**config.mk**
```make
export PLATFORM = sky130hd
export DESIGN_NAME = imem_loader
export DESIGN_NICKNAME = d
export VERILOG_FILES = /design/src/rtl/imem_loader.sv
export SDC_FILE = /design/constraint.sdc
export NUM_CORES = 1
export LEC_CHECK = 0
export BUFFER_PORTS_ARGS = -buffer_cell sky130_fd_sc_hd__buf_4
export CAP_MARGIN = 20
export CORE_UTILIZATION = 55
export DETAILED_ROUTE_END_ITERATION = 6
export PLACE_DENSITY = 0.86
export SYNTH_ARGS = -nofsm -noshare
export SYNTH_HDL_FRONTEND = slang
export SYNTH_SLANG_ARGS = --single-unit
export TNS_END_PERCENT = 20
```
**constraint.sdc**
```tcl
create_clock -name clk -period 2.6 [get_ports clk]
set_input_delay 0.39 -clock clk [delete_from_list [all_inputs] [get_ports clk]]
set_output_delay 0.39 -clock clk [all_outputs]
set_load 0.05 [all_outputs]
```
**src/rtl/imem_loader.sv**
```systemverilog
// Streams big-endian program bytes into instruction memory one 32-bit word at a time,
// holding the CPU stalled until the requested number of words has been written.
module imem_loader #(
    parameter int NWORDS_MAX = 64
) (
    input  logic        clk,
    input  logic        reset,
    input  logic        start,
    input  logic [6:0]  num_words,
    input  logic        byte_valid,
    input  logic [7:0]  byte_data,
    output logic        byte_ready,
    output logic        im_we,
    output logic [7:0]  im_addr,
    output logic [31:0] im_wdata,
    output logic        cpu_hold,
    output logic        busy,
    output logic        done
);

    localparam logic [6:0] NMAX = 7'(NWORDS_MAX);

    typedef enum logic [1:0] {
        IDLE  = 2'd0,
        RECV  = 2'd1,
        WRITE = 2'd2,
        DONE  = 2'd3
    } state_e;

    state_e      state_q;
    logic [5:0]  word_addr_q;
    logic [1:0]  byte_idx_q;
    logic [6:0]  remain_q;
    logic [31:0] asm_q;
    logic [31:0] asm_d;
    logic [7:0]  im_addr_q;
    logic [31:0] im_wdata_q;
    logic [6:0]  n_clamped;

    // NOTE: every signal driven in always_comb gets a default first so no latch is inferred.
    always_comb begin
        asm_d = asm_q;
        case (byte_idx_q)
            2'd0:    asm_d[31:24] = byte_data;
            2'd1:    asm_d[23:16] = byte_data;
            2'd2:    asm_d[15:8]  = byte_data;
            default: asm_d[7:0]   = byte_data;
        endcase
        n_clamped = (num_words > NMAX) ? NMAX : num_words;
    end

    // Moore outputs: control strobes decode the state, write address/data are registers.
    assign byte_ready = (state_q == RECV);
    assign busy       = (state_q == RECV) || (state_q == WRITE);
    assign im_we      = (state_q == WRITE);
    assign done       = (state_q == DONE);
    assign cpu_hold   = (state_q != DONE);
    assign im_addr    = im_addr_q;
    assign im_wdata   = im_wdata_q;

    // NOTE: sequential state uses non-blocking assignments only; reset clears every register
    // so an aborted load leaves no partial word behind.
    always_ff @(posedge clk or negedge reset) begin
        if (!reset) begin
            state_q     <= IDLE;
            word_addr_q <= '0;
            byte_idx_q  <= '0;
            remain_q    <= '0;
            asm_q       <= '0;
            im_addr_q   <= '0;
            im_wdata_q  <= '0;
        end else begin
            case (state_q)
                IDLE, DONE: begin
                    if (start) begin
                        word_addr_q <= '0;
                        byte_idx_q  <= '0;
                        remain_q    <= n_clamped;
                        state_q     <= (n_clamped == 7'd0) ? DONE : RECV;
                    end
                end
                RECV: begin
                    if (byte_valid) begin
                        asm_q      <= asm_d;
                        byte_idx_q <= byte_idx_q + 2'd1;
                        if (byte_idx_q == 2'd3) begin
                            // Capture the write beat here so it is stable for the whole WRITE cycle.
                            im_addr_q  <= {word_addr_q, 2'b00};
                            im_wdata_q <= asm_d;
                            state_q    <= WRITE;
                        end
                    end
                end
                WRITE: begin
                    word_addr_q <= word_addr_q + 6'd1;
                    remain_q    <= remain_q - 7'd1;
                    state_q     <= (remain_q == 7'd1) ? DONE : RECV;
                end
                default: state_q <= IDLE;
            endcase
        end
    end

endmodule

```
# == After elaboration in Yosys (flattened, before gate mapping) ==
# Index checks and enable logic that the tools add are counted.
# classes
n_bitwise,0
muxes,18
add_sub_neg,3
magnitude_cmp,1
shift,0
eq_ne,11
multipliers,0
n_reduce_logical,13
n_div,0
# ops
cell,n
$mux W8,4
$mux W2,7
$mux W7,2
$pmux W7 S2,1
$pmux W6 S2,1
$reduce_and A3 Y1,3
$eq A2 B2 Y1 const B,4
$eq A7 B1 Y1 const B,1
$gt A7 B7 Y1 const B,1
$logic_not A7 Y1,1
$sub A7 B1 Y7 const B,1
$add A6 B1 Y6 const B,1
$mux W6,1
$ne A2 B2 Y1 const B,3
$pmux W2 S3,1
$eq A2 B1 Y1 const B,2
$logic_not A2 Y1,2
$pmux W2 S2,1
$reduce_and A2 Y1,2
$reduce_bool A2 Y1,2
$reduce_or A3 Y1,1
$add A2 B1 Y2 const B,1
$ne A2 B1 Y1 const B,1
$reduce_or A2 Y1,1
$logic_or A1 B1 Y1,1
# word_totals
romBits,0
out_inout_bits,45
mem_count,0
reg_bits,87
elab_cells,53
inputBits,19
latch_bits,0
ramBits,0

# == Longest topological paths before layout ==
# Gate-level depths: netlist (run 1).
# logic_depth
depth_word,6
ltp_mapped,8
depth_no_buf,6

# == Worst setup path before layout (run 1) ==
# No wires, ideal clock.
# synth_path
path_kind,register -> register
from,register state_q[0]
to,register word_addr_q[5]
t_required_ns,2.534
synth_period_minus_slack_ns,2.054
setup_time_ns,0.066
path_stages_with_launch,8
n_path_buf,1
arrival_time_ns,1.987
slack_ns,0.546
path_cell_list,dfrtp_1 > inv_1 > ha_1 > buf_2 > mux2i_2 > or4_1 > nand2_1 > a22o_1
# synth_between
elab_cells_between_ends,8
classes_between,eq/ne: 3; mux: 1; reduce/logical: 4
# synth_rtl
item,line,text
"start, declared",30,state_e state_q;
"start signal, assigned",79,state_q <= (n_clamped == 7'd0) ? DONE : RECV;
"start signal, assigned",97,state_q <= (remain_q == 7'd1) ? DONE : RECV;
$eq A2 B2 Y1 (*),n/a,
via im_we,13,"output logic im_we,"
$reduce_bool A2 Y1 (no source line),n/a,
$reduce_and A2 Y1 (no source line),n/a,
"end signal, assigned",95,word_addr_q <= word_addr_q + 6'd1;
"end, declared",31,logic [5:0] word_addr_q;
# Mark *: on every way through the listed nets, which the timed path passes. The rest lies on a longest branch.
# A chain may end at the register's enable or synchronous reset.

# == Worst setup path after layout (run 1) ==
# layout_path
from,register state_q[0]
to,register word_addr_q[5]
# layout_between
elab_chain_len,4
elab_cells_between_ends,8
classes_between,eq/ne: 3; mux: 1; reduce/logical: 4
# layout_rtl
item,line,text
$eq A2 B2 Y1 / $logic_not A2 Y1 (equally long branches),73,case (state_q)
$reduce_or A2 Y1,73,
$ne A2 B2 Y1 (no source line) / $reduce_bool A2 Y1 (equally long branches),n/a,
$reduce_and A2 Y1 (no source line),n/a,
# Parallel ways exist; a longest one is shown, timed or not.

==> impl_metrics.prom, run 1 <==
# TYPE chip_impl_metric gauge
chip_impl_metric{name="p_comb_frac",unit=""} 0.477
chip_impl_metric{name="layout.area.seq",unit="µm²"} 1980
chip_impl_metric{name="layout.core_utilization",unit=""} 0.679
chip_impl_info{name="top_routing_layer_in_use",value="met4"} 1
chip_impl_metric{name="antenna_violations_before_repair",unit=""} 0
chip_impl_metric{name="vias_in_the_first_global_route",unit=""} 2600
chip_impl_info{name="critical_path.endpoint_type",value="register"} 1
chip_impl_metric{name="drt-met1-wl",unit="µm"} 3300
chip_impl_metric{name="finalSetupViolCount",unit=""} 0
chip_impl_metric{name="routed-wl-met2",unit="µm"} 3420
chip_impl_metric{name="cts_made_buffers",unit=""} 9
chip_impl_metric{name="post_detailed_route_count_of_antenna_violating_nets",unit=""} 0
chip_impl_metric{name="report.final.hold_viol_count",unit=""} 0
chip_impl_metric{name="die_area",unit="µm²"} 6960
chip_impl_metric{name="timing.clock.skew",unit="ns"} 0.00593
chip_impl_info{name="endpoint",value="word_addr_q[5]"} 1
chip_impl_metric{name="critical-path-max-stage-delay",unit="ns"} 0.50
chip_impl_metric{name="area_growth_syn_to_layout",unit="%"} 18.9
chip_impl_metric{name="chipHeight",unit="µm"} 83.4
chip_impl_metric{name="rows",unit=""} 29
chip_impl_metric{name="cap_violations",unit=""} 0
chip_impl_metric{name="crit_required",unit="ns"} 2.89
chip_impl_metric{name="gpl_wtd_cong",unit=""} 0.867
chip_impl_metric{name="max-clock-path-buffers",unit=""} 2
chip_impl_metric{name="first_pass_grt_wire_length",unit="µm"} 12400
chip_impl_info{name="rsz0062_at_grt",value="false"} 1
chip_impl_metric{name="insertion_delay",unit="ns"} 0.35
chip_impl_metric{name="power.clock.fraction",unit=""} 0.163
chip_impl_info{name="hp_class",value="in -> async"} 1
chip_impl_metric{name="post_cts_hold_buffer_count",unit=""} 0
chip_impl_metric{name="drt_pre_antenna_iters",unit=""} 4
chip_impl_metric{name="cts_post_setup_buffers_inserted",unit=""} 0
chip_impl_metric{name="irDropWorstVdd",unit="mV"} 0.974
chip_impl_metric{name="report.final.slew_viol_count",unit=""} 0
chip_impl_metric{name="synth-seq-area-share",unit=""} 0.542
chip_impl_metric{name="tns",unit="ns"} 0
chip_impl_metric{name="netSwitchingPower",unit="mW"} 2.35
chip_impl_metric{name="worst_ep_arrival_time",unit="ns"} 2.32
chip_impl_metric{name="synth-edff-count",unit=""} 0
chip_impl_metric{name="timing.fmax",unit="GHz"} 0.493
chip_impl_info{name="worstPathCellList",value="inv_1, ha_1, mux2i_2, buf_4, or4_1, nand2_1, a22o_1"} 1
chip_impl_info{name="crit-reg2reg-capture",value="word_addr_q[5]"} 1
chip_impl_metric{name="power_frac_seq",unit=""} 0.361
chip_impl_info{name="result_of_the_run",value="finished, final reports clean"} 1
chip_impl_metric{name="vias",unit=""} 2630
chip_impl_metric{name="syn-cell-area",unit="µm²"} 3650
chip_impl_metric{name="path_max_fanout",unit=""} 16
chip_impl_metric{name="area_used_by_multi_input_combinational_logic",unit="µm²"} 1540
chip_impl_metric{name="overflow_after_grt",unit=""} 0
chip_impl_metric{name="max_slew.worst_pin.slew",unit="ns"} 0.973
chip_impl_metric{name="final_nets",unit=""} 431
chip_impl_metric{name="h-tree-depth",unit=""} 3
chip_impl_metric{name="drt-total-wl",unit="µm"} 7060
chip_impl_metric{name="num_antenna_cells",unit=""} 0
chip_impl_metric{name="synth.ff_latch_count",unit=""} 79
chip_impl_info{name="setup.worst_path.start",value="state_q[0]"} 1
chip_impl_metric{name="fin_crit",unit="ns"} 2.03
chip_impl_metric{name="dr_wl_met3",unit="µm"} 278
chip_impl_metric{name="postSynth.asyncResetShare",unit=""} 1.00
chip_impl_metric{name="quantity_of_gates_resized_following_cts",unit=""} 0
chip_impl_metric{name="netSwitchingFraction",unit=""} 0.433
chip_impl_metric{name="post_drt_via_cell_ratio",unit=""} 5.45
chip_impl_metric{name="grt_max_degree",unit=""} 80
chip_impl_metric{name="core",unit="µm²"} 6390
chip_impl_metric{name="internal_power",unit="mW"} 3.08
chip_impl_info{name="cp-start-kind",value="register"} 1
chip_impl_metric{name="ratio_of_final_minimum_period_to_clock_period",unit=""} 0.780
chip_impl_metric{name="power_density_cells",unit="nW/µm²"} 1250
chip_impl_metric{name="worst_r2r_path_depth",unit=""} 7
chip_impl_metric{name="routedWlPerCell",unit="µm"} 14.6
chip_impl_info{name="cts_tree",value="yes"} 1
chip_impl_metric{name="dp_hpwl",unit="µm"} 4830
chip_impl_metric{name="synth.distinct_cells",unit=""} 37
chip_impl_metric{name="fill_cells",unit=""} 483
chip_impl_metric{name="drtIter0Drc",unit=""} 163
chip_impl_metric{name="chipWidth",unit="µm"} 83.4
chip_impl_metric{name="start_util",unit=""} 0.571
chip_impl_metric{name="drcViolationCount",unit=""} 0
chip_impl_metric{name="r2r_slack",unit="ns"} 0.57
chip_impl_metric{name="place.port_buffers",unit=""} 61
chip_impl_info{name="synthFlopType",value="dfrtp_1"} 1
chip_impl_metric{name="postSynthAreaPerCell",unit="µm²"} 10.6
chip_impl_metric{name="number_of_instances_in_the_synthesized_netlist",unit=""} 343
chip_impl_info{name="root_buffer",value="clkbuf_8"} 1
chip_impl_metric{name="clk_pin_slew_worst_paths",unit="ns"} 0.08
chip_impl_metric{name="clock-sinks",unit=""} 79
chip_impl_metric{name="grt.total_usage",unit=""} 0.223
chip_impl_metric{name="io-pin-count",unit=""} 64
chip_impl_info{name="cp_slowest_cell",value="or4_1"} 1
chip_impl_info{name="rr_startpoint",value="state_q[0]"} 1
chip_impl_metric{name="leakage",unit="nW"} 2.17
chip_impl_metric{name="post_route_cells_drive_above_1_share",unit=""} 0.268
chip_impl_metric{name="slew_headroom",unit=""} 0.351
chip_impl_info{name="worstSetupPathType",value="reg -> reg"} 1
chip_impl_metric{name="yosys_warnings",unit=""} 0
## cell families (layout without fill, tap and decap cells)
logic type               count (synthesis)  in the layout  share of synthesized area
AND/OR/NAND/NOR                        113            113                      0.134
flip-flops                              79             79                      0.542
AO/OA/AOI/OAI                           57             57                     0.0930
multiplexers                            52             52                      0.153
buffers and inverters                   30             92                     0.0388
adder cells (fa/ha/maj)                 11             11                     0.0377
other                                    1              2                    0.00103
## cells in the mapped netlist, types with 3 or more instances
master	number	share of area
clkbuf_1	8	0.0082
nor2b_1	3	0.0051
a22o_1	4	0.0096
nand2_1	80	0.082
mux2i_1	26	0.071
buf_4	3	0.0062
and3_1	3	0.0051
mux2_2	24	0.074
nor3b_1	3	0.0062
o21ai_0	39	0.054
nor2_1	3	0.0031
dfrtp_1	79	0.54
buf_2	8	0.011
inv_1	9	0.0093
ha_1	11	0.038
nand3_1	14	0.019
## area by class of cell
type                    instances  share of cell area
multi-input cells             235               0.354
clock inverters                 6              0.0141
inverters                       9             0.00779
flip-flops and latches         79               0.456
well taps                      77              0.0222
repair buffers                 67               0.116
clock buffers                  10              0.0294
## layer usage
layer | vias to the layer above | track usage
met5 | - | 0
met2 | 55 | 0.367
met4 | 0 | 0.0601
li1 | 1291 | -
met1 | 1276 | 0.301
met3 | 8 | 0.0507
## worst max-delay path: cells and delay by family, from the launching register on
| family | cells | cell delay, ns |
|---|---|---|
| AOI/OAI and AO/OA | 1 | 0.12 |
| muxes | 1 | 0.19 |
| DFF | 1 | 0.40 |
| buffers and inverters | 2 | 0.28 |
| adders and majority gates | 1 | 0.41 |
| and+or+nand+nor | 2 | 0.57 |
## worst min-delay path by stage
stage | startpoint | end | slack (ns) | cells after the start
final | reset | im_wdata[13] | 0.19 | 1
after global routing | reset | im_wdata[13] | 0.25 | 1
after CTS | reset | im_wdata[13] | 0.24 | 1
after detailed placement | im_addr[6] | im_addr[6] | 0.46 | 2
after global placement | im_wdata[6] | im_wdata[6] | 0.46 | 2
after floorplan | reset | asm_q[10] | 0.09 | 0
## registers in the layout (all words and copies together), names as in the netlist
signal and cells:
im_wdata 32, state_q 2, word_addr_q 6, remain_q 7, byte_idx_q 2, im_addr 6
asm_q 24
## per-stage QoR
stage | hold WS (ns) | instance area (µm²) | power [mW] | worst slack [ns] | cells
after CTS | 0.237 | 4340 | 5.46 | 0.578 | 483
final | 0.193 | 4340 | 5.43 | 0.571 | 483
after detailed placement | 0.464 | 4150 | 4.58 | 0.583 | 467
after global routing | 0.253 | 4340 | 5.76 | 0.445 | 483
after floorplan | 0.0944 | 3650 | 3.89 | 0.546 | 344
after global placement | 0.459 | 4150 | 4.48 | 0.661 | 467
## cell usage in the layout, fill, tap and decap left out, drive strengths merged, types with 3 or more instances in the layout
master,n
ha,11
inv,9
o21ai,40
nor3b,3
a22o,4
mux2,25
dfrtp,79
and3,3
clkbuf,10
buf,67
nand2,80
mux2i,27
nor2b,3
nand3,14
nor2,3
clkinv,4
## power by group through the flow
stage	clock [mW]	sequential, mW	combinational, mW
6_report	0.883	1.96	2.59
3_5_place_dp	0	1.99	2.59
4_1_cts	0.901	1.96	2.60
5_1_grt	0.951	2.02	2.79
2_1_floorplan	0	2.57	1.31
3_3_place_gp	0	1.96	2.52
Power figures use the tool's default switching activity.
==> run 2, diff against run 1 <==
Settings changed: CORE_UTILIZATION 55 to 50, PLACE_DENSITY 0.86 to 0.82.
Clock period 2.6 ns to 1.75 ns, I/O delays scaled along.
==> run 2 against run 1 <==
Wire length rose by 6.3%. Register-to-register slack got worse by 0.52 ns. Core utilization fell by 2.5 points. Sequential share of layout area fell by 1.8 points. Sequential power rose by 49%. Fmax rose by 19%. Die area rose by 9.8%. Non-clock buffer count rose by 5. First-iteration DRC count fell by 15%. Flip-flop and latch count did not move. Critical endpoint is now remain_q[3]. Largest cell class unchanged. Largest power group unchanged.
==> impl_metrics.prom, run 2 (synthesis results as in run 1) <==
# TYPE chip_impl_metric gauge
chip_impl_info{name="endpoint",value="remain_q[3]"} 1
chip_impl_metric{name="rows",unit=""} 30
chip_impl_metric{name="ratio_of_final_minimum_period_to_clock_period",unit=""} 0.973
chip_impl_metric{name="report.final.hold_viol_count",unit=""} 0
chip_impl_info{name="setup.worst_path.start",value="state_q[1]"} 1
chip_impl_metric{name="irDropWorstVdd",unit="mV"} 1.19
chip_impl_info{name="rr_startpoint",value="state_q[1]"} 1
chip_impl_metric{name="die_area",unit="µm²"} 7640
chip_impl_metric{name="drcViolationCount",unit=""} 0
chip_impl_metric{name="total_power",unit="mW"} 8.50
chip_impl_info{name="result_of_the_run",value="finished, final reports clean"} 1
chip_impl_metric{name="insertion_delay",unit="ns"} 0.35
chip_impl_metric{name="core",unit="µm²"} 6910
chip_impl_metric{name="num_antenna_cells",unit=""} 0
chip_impl_metric{name="place.port_buffers",unit=""} 61
chip_impl_metric{name="area_growth_syn_to_layout",unit="%"} 23.8
chip_impl_metric{name="clock-sinks",unit=""} 79
chip_impl_metric{name="gpl_wtd_cong",unit=""} 0.835
chip_impl_info{name="hp_class",value="in -> reg"} 1
chip_impl_metric{name="max-clock-path-buffers",unit=""} 2
chip_impl_metric{name="vias",unit=""} 2701
chip_impl_metric{name="antenna_violations_before_repair",unit=""} 0
chip_impl_metric{name="routedWlPerCell",unit="µm"} 14.8
chip_impl_metric{name="global_route.usage.met3",unit=""} 0.0389
chip_impl_info{name="busiest_layer",value="met2"} 1
chip_impl_metric{name="post_route_cells_drive_above_1_share",unit=""} 0.297
chip_impl_metric{name="worst_ep_arrival_time",unit="ns"} 1.94
chip_impl_metric{name="power_density_cells",unit="nW/µm²"} 1880
chip_impl_metric{name="vias_in_the_first_global_route",unit=""} 2580
chip_impl_metric{name="cts_post_setup_buffers_inserted",unit=""} 0
chip_impl_info{name="final_cell_mix",value="nand2_1, dfrtp_1, buf_4, o21ai_0, mux2i_1"} 1
chip_impl_metric{name="placement_stage_cell_area",unit="µm²"} 4250
chip_impl_info{name="worstSetupPathType",value="reg -> reg"} 1
chip_impl_info{name="cp_slowest_cell",value="dfrtp_1"} 1
chip_impl_metric{name="leakage",unit="nW"} 2.23
chip_impl_metric{name="clk_pin_slew_worst_paths",unit="ns"} 0.08
chip_impl_metric{name="drt-total-wl",unit="µm"} 7500
chip_impl_metric{name="final_nets",unit=""} 436
chip_impl_info{name="worstPathCellList",value="ha_4, mux2_4, nand2_1, o21ai_0, a221o_1"} 1
chip_impl_metric{name="overflow_after_grt",unit=""} 0
chip_impl_metric{name="r2r_slack",unit="ns"} 0.05
chip_impl_info{name="root_buffer",value="clkbuf_8"} 1
chip_impl_metric{name="timing.fmax",unit="GHz"} 0.587
chip_impl_metric{name="finalSetupViolCount",unit=""} 0
chip_impl_info{name="rsz0062_at_grt",value="true"} 1
chip_impl_metric{name="fill_cells",unit=""} 554
chip_impl_info{name="critical_path.endpoint_type",value="register"} 1
chip_impl_metric{name="grt.total_usage",unit=""} 0.214
chip_impl_info{name="cts_tree",value="yes"} 1
chip_impl_info{name="layout_commonest_cell",value="nand2_1"} 1
chip_impl_metric{name="drtIter0Drc",unit=""} 139
chip_impl_info{name="crit-reg2reg-capture",value="remain_q[3]"} 1
chip_impl_metric{name="chipHeight",unit="µm"} 87.4
chip_impl_metric{name="critical-path-max-stage-delay",unit="ns"} 0.43
chip_impl_metric{name="report.final.slew_viol_count",unit=""} 0
chip_impl_metric{name="chipWidth",unit="µm"} 87.4
chip_impl_metric{name="drt_pre_antenna_iters",unit=""} 4
chip_impl_metric{name="start_util",unit=""} 0.528
chip_impl_metric{name="grt_max_degree",unit=""} 63
chip_impl_metric{name="use_met1",unit=""} 0.261
chip_impl_metric{name="grt_use_met2",unit=""} 0.357
chip_impl_metric{name="path_max_fanout",unit=""} 13
chip_impl_info{name="cp-start-kind",value="register"} 1
chip_impl_metric{name="cap_violations",unit=""} 0
chip_impl_metric{name="crit_required",unit="ns"} 1.98
chip_impl_metric{name="max_ffs_per_register",unit=""} 32
chip_impl_metric{name="post_detailed_route_count_of_antenna_violating_nets",unit=""} 0
chip_impl_metric{name="postLayoutCellArea",unit="µm²"} 4510
chip_impl_metric{name="post_drt_via_cell_ratio",unit=""} 5.33
chip_impl_metric{name="fin_crit",unit="ns"} 1.70
chip_impl_metric{name="first_pass_grt_wire_length",unit="µm"} 12200
chip_impl_metric{name="worst_r2r_path_depth",unit=""} 5
chip_impl_metric{name="h-tree-depth",unit=""} 3
chip_impl_metric{name="io-pin-count",unit=""} 64
chip_impl_metric{name="cts_made_buffers",unit=""} 9
chip_impl_metric{name="dp_hpwl",unit="µm"} 5310
chip_impl_metric{name="timing.clock.skew",unit="ns"} 0.00548
==> run 2: cell count changes in the layout (fill, tap and decap cells not counted), sizes merged <==
cell | before | now
buf | 67 | 71
dlygate4sd3 | 0 | 1
clkinv | 4 | 1
bufinv | 1 | 2
inv | 9 | 11
==> run 2: per-layer routing <==
metal	share of wire	vias to the layer above	routed length, µm
met5	0	-	0
met4	0.029	0	219
met3	0.033	20	244
met2	0.50	62	3760
met1	0.44	1313	3280
li1	-	1306	-
==> run 2: worst min-delay path by stage <==
stage	startpoint	end	slack, ns	cells past startpoint
after floorplan	reset	asm_q[10]	-0.03	0
after global placement	reset	im_wdata[15]	0.24	1
after detailed placement	reset	im_wdata[12]	0.24	1
after CTS	byte_data[3]	im_wdata[3]	0.15	3
after global routing	byte_data[1]	im_wdata[1]	0.18	3
final	byte_data[3]	im_wdata[3]	0.16	3
==> run 2: report_power, final <==
part	switching, mW	leakage (nW)	internal (mW)	total, mW
logic	2.51	1.09	1.55	4.06
registers	0.425	1.02	2.50	2.92
clock network	0.671	0.113	0.849	1.52
==> run 2: worst max-delay path, delay by kind of cell, from the launching register on <==
family / cells / cell delay (ns)
flip-flops: 1 / 0.43
adder cells (fa/ha/maj): 1 / 0.34
AO/OA/AOI/OAI: 2 / 0.36
multiplexers: 1 / 0.38
AND/OR/NAND/NOR: 1 / 0.08
==> run 2: final cells by class <==
| class | instances | area [µm²] | area share |
|---|---|---|---|
| clock buffers | 10 | 138 | 0.0305 |
| repair buffers | 72 | 572 | 0.127 |
| inverters | 9 | 33.8 | 0.00749 |
| multi-input cells | 235 | 1580 | 0.351 |
| well taps | 96 | 120 | 0.0266 |
| clock inverters | 6 | 90.1 | 0.0200 |
| flip-flops and latches | 79 | 1980 | 0.438 |
==> run 2: stage by stage <==
step	setup slack [ns]	util	cells	hold WS (ns)	setup TNS, ns
3_5_place_dp	0.0361	0.615	490	0.236	0
5_1_grt	-0.0114	0.653	507	0.178	-0.0114
4_1_cts	0.0130	0.649	507	0.152	0
2_1_floorplan	-0.0187	-	344	-0.0331	-0.398
3_3_place_gp	0.0967	0.615	490	0.237	0
6_report	0.0465	0.653	507	0.164	0
==> run 2: what timing repair did <==
| action | CTS | global route |
|---|---|---|
| endpoints found under the setup margin | 0 | 42 |
| resized for setup | 0 | 6 |
| hold endpoints to repair | 32 | 0 |
| hold buffers | 1 | 0 |
==> run 3, diff against run 2 <==
Settings changed: ABC_AREA set to 1, MAX_ROUTING_LAYER set to met4.
==> run 3 against run 2 <==
First-iteration DRC count increased by 21%. Non-clock buffer count is the same. Flip-flop and latch count is the same. Clock power rose by 20%. Die area is 3.3% higher. Via count increased by 17%. Sequential share of layout area fell by 1.3 points. Combinational power rose by 7.6%. Synthesized cell count rose by 38%. Highest routed layer unchanged.
==> impl_metrics.prom, run 3 <==
# TYPE chip_impl_metric gauge
chip_impl_metric{name="grt.total_usage",unit=""} 0.229
chip_impl_metric{name="clk_pin_slew_worst_paths",unit="ns"} 0.09
chip_impl_metric{name="synth.ff_latch_count",unit=""} 79
chip_impl_metric{name="drcViolationCount",unit=""} 0
chip_impl_info{name="synth_most_common_cell",value="nand2_1"} 1
chip_impl_metric{name="chipHeight",unit="µm"} 88.8
chip_impl_metric{name="synth.distinct_cells",unit=""} 21
chip_impl_metric{name="place.port_buffers",unit=""} 61
chip_impl_metric{name="min_delay_path_depth",unit=""} 3
chip_impl_metric{name="antenna_violations_before_repair",unit=""} 0
chip_impl_metric{name="critical-path-max-stage-delay",unit="ns"} 0.44
chip_impl_metric{name="vias_in_the_first_global_route",unit=""} 2941
chip_impl_metric{name="cap_violations",unit=""} 0
chip_impl_info{name="layout_commonest_cell",value="nand2_1"} 1
chip_impl_info{name="yosys-top-cells-area",value="dfrtp_1, nand2_1, o21ai_0"} 1
chip_impl_metric{name="number_of_instances_in_the_synthesized_netlist",unit=""} 474
chip_impl_info{name="hp_class",value="in -> reg"} 1
chip_impl_metric{name="fin_crit",unit="ns"} 1.70
chip_impl_metric{name="syn-cell-area",unit="µm²"} 3770
chip_impl_metric{name="cp.depth",unit=""} 4
chip_impl_info{name="cp_slowest_cell",value="dfrtp_2"} 1
chip_impl_metric{name="timing.clock.skew",unit="ns"} 0.00848
chip_impl_metric{name="placement_stage_cell_area",unit="µm²"} 4340
chip_impl_metric{name="max_slew.worst_pin.slew",unit="ns"} 0.514
chip_impl_metric{name="post_detailed_route_count_of_antenna_violating_nets",unit=""} 0
chip_impl_metric{name="h-tree-depth",unit=""} 3
chip_impl_metric{name="core",unit="µm²"} 7250
chip_impl_metric{name="synth-edff-count",unit=""} 0
chip_impl_metric{name="rows",unit=""} 31
chip_impl_metric{name="max_ffs_per_register",unit=""} 32
chip_impl_metric{name="start_util",unit=""} 0.520
chip_impl_metric{name="timing.fmax",unit="GHz"} 0.589
chip_impl_metric{name="irDropWorstVdd",unit="mV"} 1.56
chip_impl_metric{name="vias",unit=""} 3169
chip_impl_info{name="critical_path.endpoint_type",value="output port"} 1
chip_impl_info{name="worstSetupPathType",value="reg -> out"} 1
chip_impl_metric{name="num_antenna_cells",unit=""} 0
chip_impl_metric{name="max-clock-path-buffers",unit=""} 2
chip_impl_metric{name="drt-total-wl",unit="µm"} 7870
chip_impl_info{name="cp_top_family",value="buffers and inverters"} 1
chip_impl_metric{name="post_route_cells_drive_above_1_share",unit=""} 0.188
chip_impl_metric{name="postSynthAreaPerCell",unit="µm²"} 7.95
chip_impl_metric{name="yosysTopAreaCellShare",unit=""} 0.525
chip_impl_metric{name="total_power",unit="mW"} 9.05
chip_impl_metric{name="dp_hpwl",unit="µm"} 5390
chip_impl_metric{name="critical_path_buf_inv_count",unit=""} 3
chip_impl_metric{name="overflow_after_grt",unit=""} 0
chip_impl_metric{name="crit_required",unit="ns"} 1.49
chip_impl_metric{name="worst_r2r_path_depth",unit=""} 7
chip_impl_metric{name="routedWlPerCell",unit="µm"} 12.3
chip_impl_metric{name="slew_headroom",unit=""} 0.658
chip_impl_metric{name="worst_ep_arrival_time",unit="ns"} 1.44
chip_impl_metric{name="tns",unit="ns"} 0
chip_impl_metric{name="report.final.hold_viol_count",unit=""} 0
chip_impl_info{name="worst_path_most_repeated_cell",value="buf_4"} 1
chip_impl_info{name="ys_top_cells_by_count",value="nand2_1, dfrtp_1, o21ai_0, inv_1, nand3_1"} 1
chip_impl_info{name="final_cell_mix",value="nand2_1, dfrtp_1, buf_4, o21ai_0, inv_1"} 1
chip_impl_info{name="cp-start-kind",value="register"} 1
chip_impl_metric{name="drtIter0Drc",unit=""} 168
chip_impl_metric{name="drt_pre_antenna_iters",unit=""} 4
chip_impl_metric{name="io-pin-count",unit=""} 64
chip_impl_metric{name="area_growth_syn_to_layout",unit="%"} 23.5
chip_impl_metric{name="die_area",unit="µm²"} 7890
chip_impl_metric{name="yosys_warnings",unit=""} 0
chip_impl_metric{name="clock-sinks",unit=""} 79
chip_impl_metric{name="path_max_fanout",unit=""} 12
chip_impl_metric{name="postLayoutCellArea",unit="µm²"} 4650
chip_impl_info{name="rsz0062_at_grt",value="false"} 1
chip_impl_metric{name="ratio_of_final_minimum_period_to_clock_period",unit=""} 0.970
chip_impl_info{name="worstPathCellList",value="inv_1, ha_4, buf_4, buf_4"} 1
chip_impl_metric{name="insertion_delay",unit="ns"} 0.35
chip_impl_info{name="root_buffer",value="clkbuf_8"} 1
chip_impl_metric{name="post_drt_via_cell_ratio",unit=""} 4.94
chip_impl_metric{name="gpl_wtd_cong",unit=""} 0.855
chip_impl_info{name="yosys.area.top_type",value="dfrtp_1"} 1
chip_impl_info{name="synthFlopType",value="dfrtp_1"} 1
chip_impl_metric{name="synth-seq-area-share",unit=""} 0.525
chip_impl_metric{name="power_density_cells",unit="nW/µm²"} 1940
chip_impl_metric{name="final_nets",unit=""} 567
chip_impl_metric{name="leakage",unit="nW"} 2.43
chip_impl_info{name="result_of_the_run",value="finished, final reports clean"} 1
chip_impl_metric{name="postSynth.asyncResetShare",unit=""} 1.00
chip_impl_metric{name="grt_max_degree",unit=""} 45
chip_impl_metric{name="finalSetupViolCount",unit=""} 0
chip_impl_info{name="cts_tree",value="yes"} 1
chip_impl_metric{name="cts_made_buffers",unit=""} 9
chip_impl_metric{name="first_pass_grt_wire_length",unit="µm"} 13200
chip_impl_metric{name="chipWidth",unit="µm"} 88.8
chip_impl_metric{name="hold_ws",unit="ns"} 0.149
chip_impl_metric{name="report.final.slew_viol_count",unit=""} 0
-- run 3: cell count changes in the layout (fill, tap and decap cells not counted), moves of 6 or more --
cell / before / now
inv_1: 8 / 52
nand3_1: 9 / 20
nand2_1: 80 / 188
o21ai_0: 39 / 61
nor2_1: 3 / 17
o21ai_2: 0 / 6
mux2i_1: 26 / 0
mux2_2: 24 / 0
-- run 3: worst paths after layout --
| kind | start | end | slack [ns] |
|---|---|---|---|
| min in group asynchronous | reset | im_wdata[30] | 0.41 |
| min reg2reg | im_wdata[0] | im_wdata[0] | 0.48 |
| max in group asynchronous | reset | state_q[0] | 0.72 |
| max | state_q[0] | im_we | 0.05 |
| min | byte_data[0] | im_wdata[0] | 0.15 |
| max reg2reg | state_q[1] | im_wdata[5] | 0.17 |
-- run 3: logic make-up (layout without fill, tap and decap cells) --
family | after synthesis | after routing | share of synthesized area
other cells | 1 | 2 | 0.000995
simple gates | 231 | 231 | 0.242
xor+xnor | 1 | 1 | 0.00232
buf+inv | 75 | 142 | 0.0847
compound gates | 76 | 76 | 0.109
flops | 79 | 79 | 0.525
fa+ha+maj | 11 | 11 | 0.0365
-- run 3: metal layers --
| metal | vias up | routed length (µm) | GRT usage |
|---|---|---|---|
| met5 | - | 0 | - |
| met4 | 0 | 170 | 0.117 |
| met3 | 18 | 411 | 0.0317 |
| met2 | 93 | 3810 | 0.360 |
| met1 | 1464 | 3480 | 0.289 |
| li1 | 1594 | - | - |
-- run 3: power by group --
part	switching (mW)	internal [mW]	leakage (nW)
Combinational	3.03	1.34	1.25
Clock	0.689	1.14	0.139
Sequential	0.364	2.48	1.05
-- run 3: worst reg2reg max path, stage by stage, from the launching register on --
cell     delay [ns]
dfrtp_1        0.44
inv_1          0.11
ha_2           0.22
nand2_1        0.11
nor2_4         0.13
buf_4          0.33
nand2_1        0.11
nand2_1        0.08
-- run 3: repair_timing --
item,in CTS,in global routing
endpoints found under the setup margin,1,10
gates resized for setup,1,4
hold buffers,1,0
hold endpoints to repair,38,0
buffers inserted,0,0
-- run 3: per-stage QoR --
stage                     utilization  cells  setup slack, ns
final                           0.642    641           0.0520
after global routing            0.642    641         0.000299
after CTS                       0.639    641           0.0147
after detailed placement        0.599    624           0.0294
after global placement          0.599    624           0.0865
after floorplan                     -    475            0.106
-- run 3: cell type report --
class,count,area (µm²)
fill,600,2600
clock buffer,10,138
tap,99,124
inverter,54,205
clock inverter,6,140
sequential,79,1980
multi-input combinational,321,1500
timing repair buffer,72,568
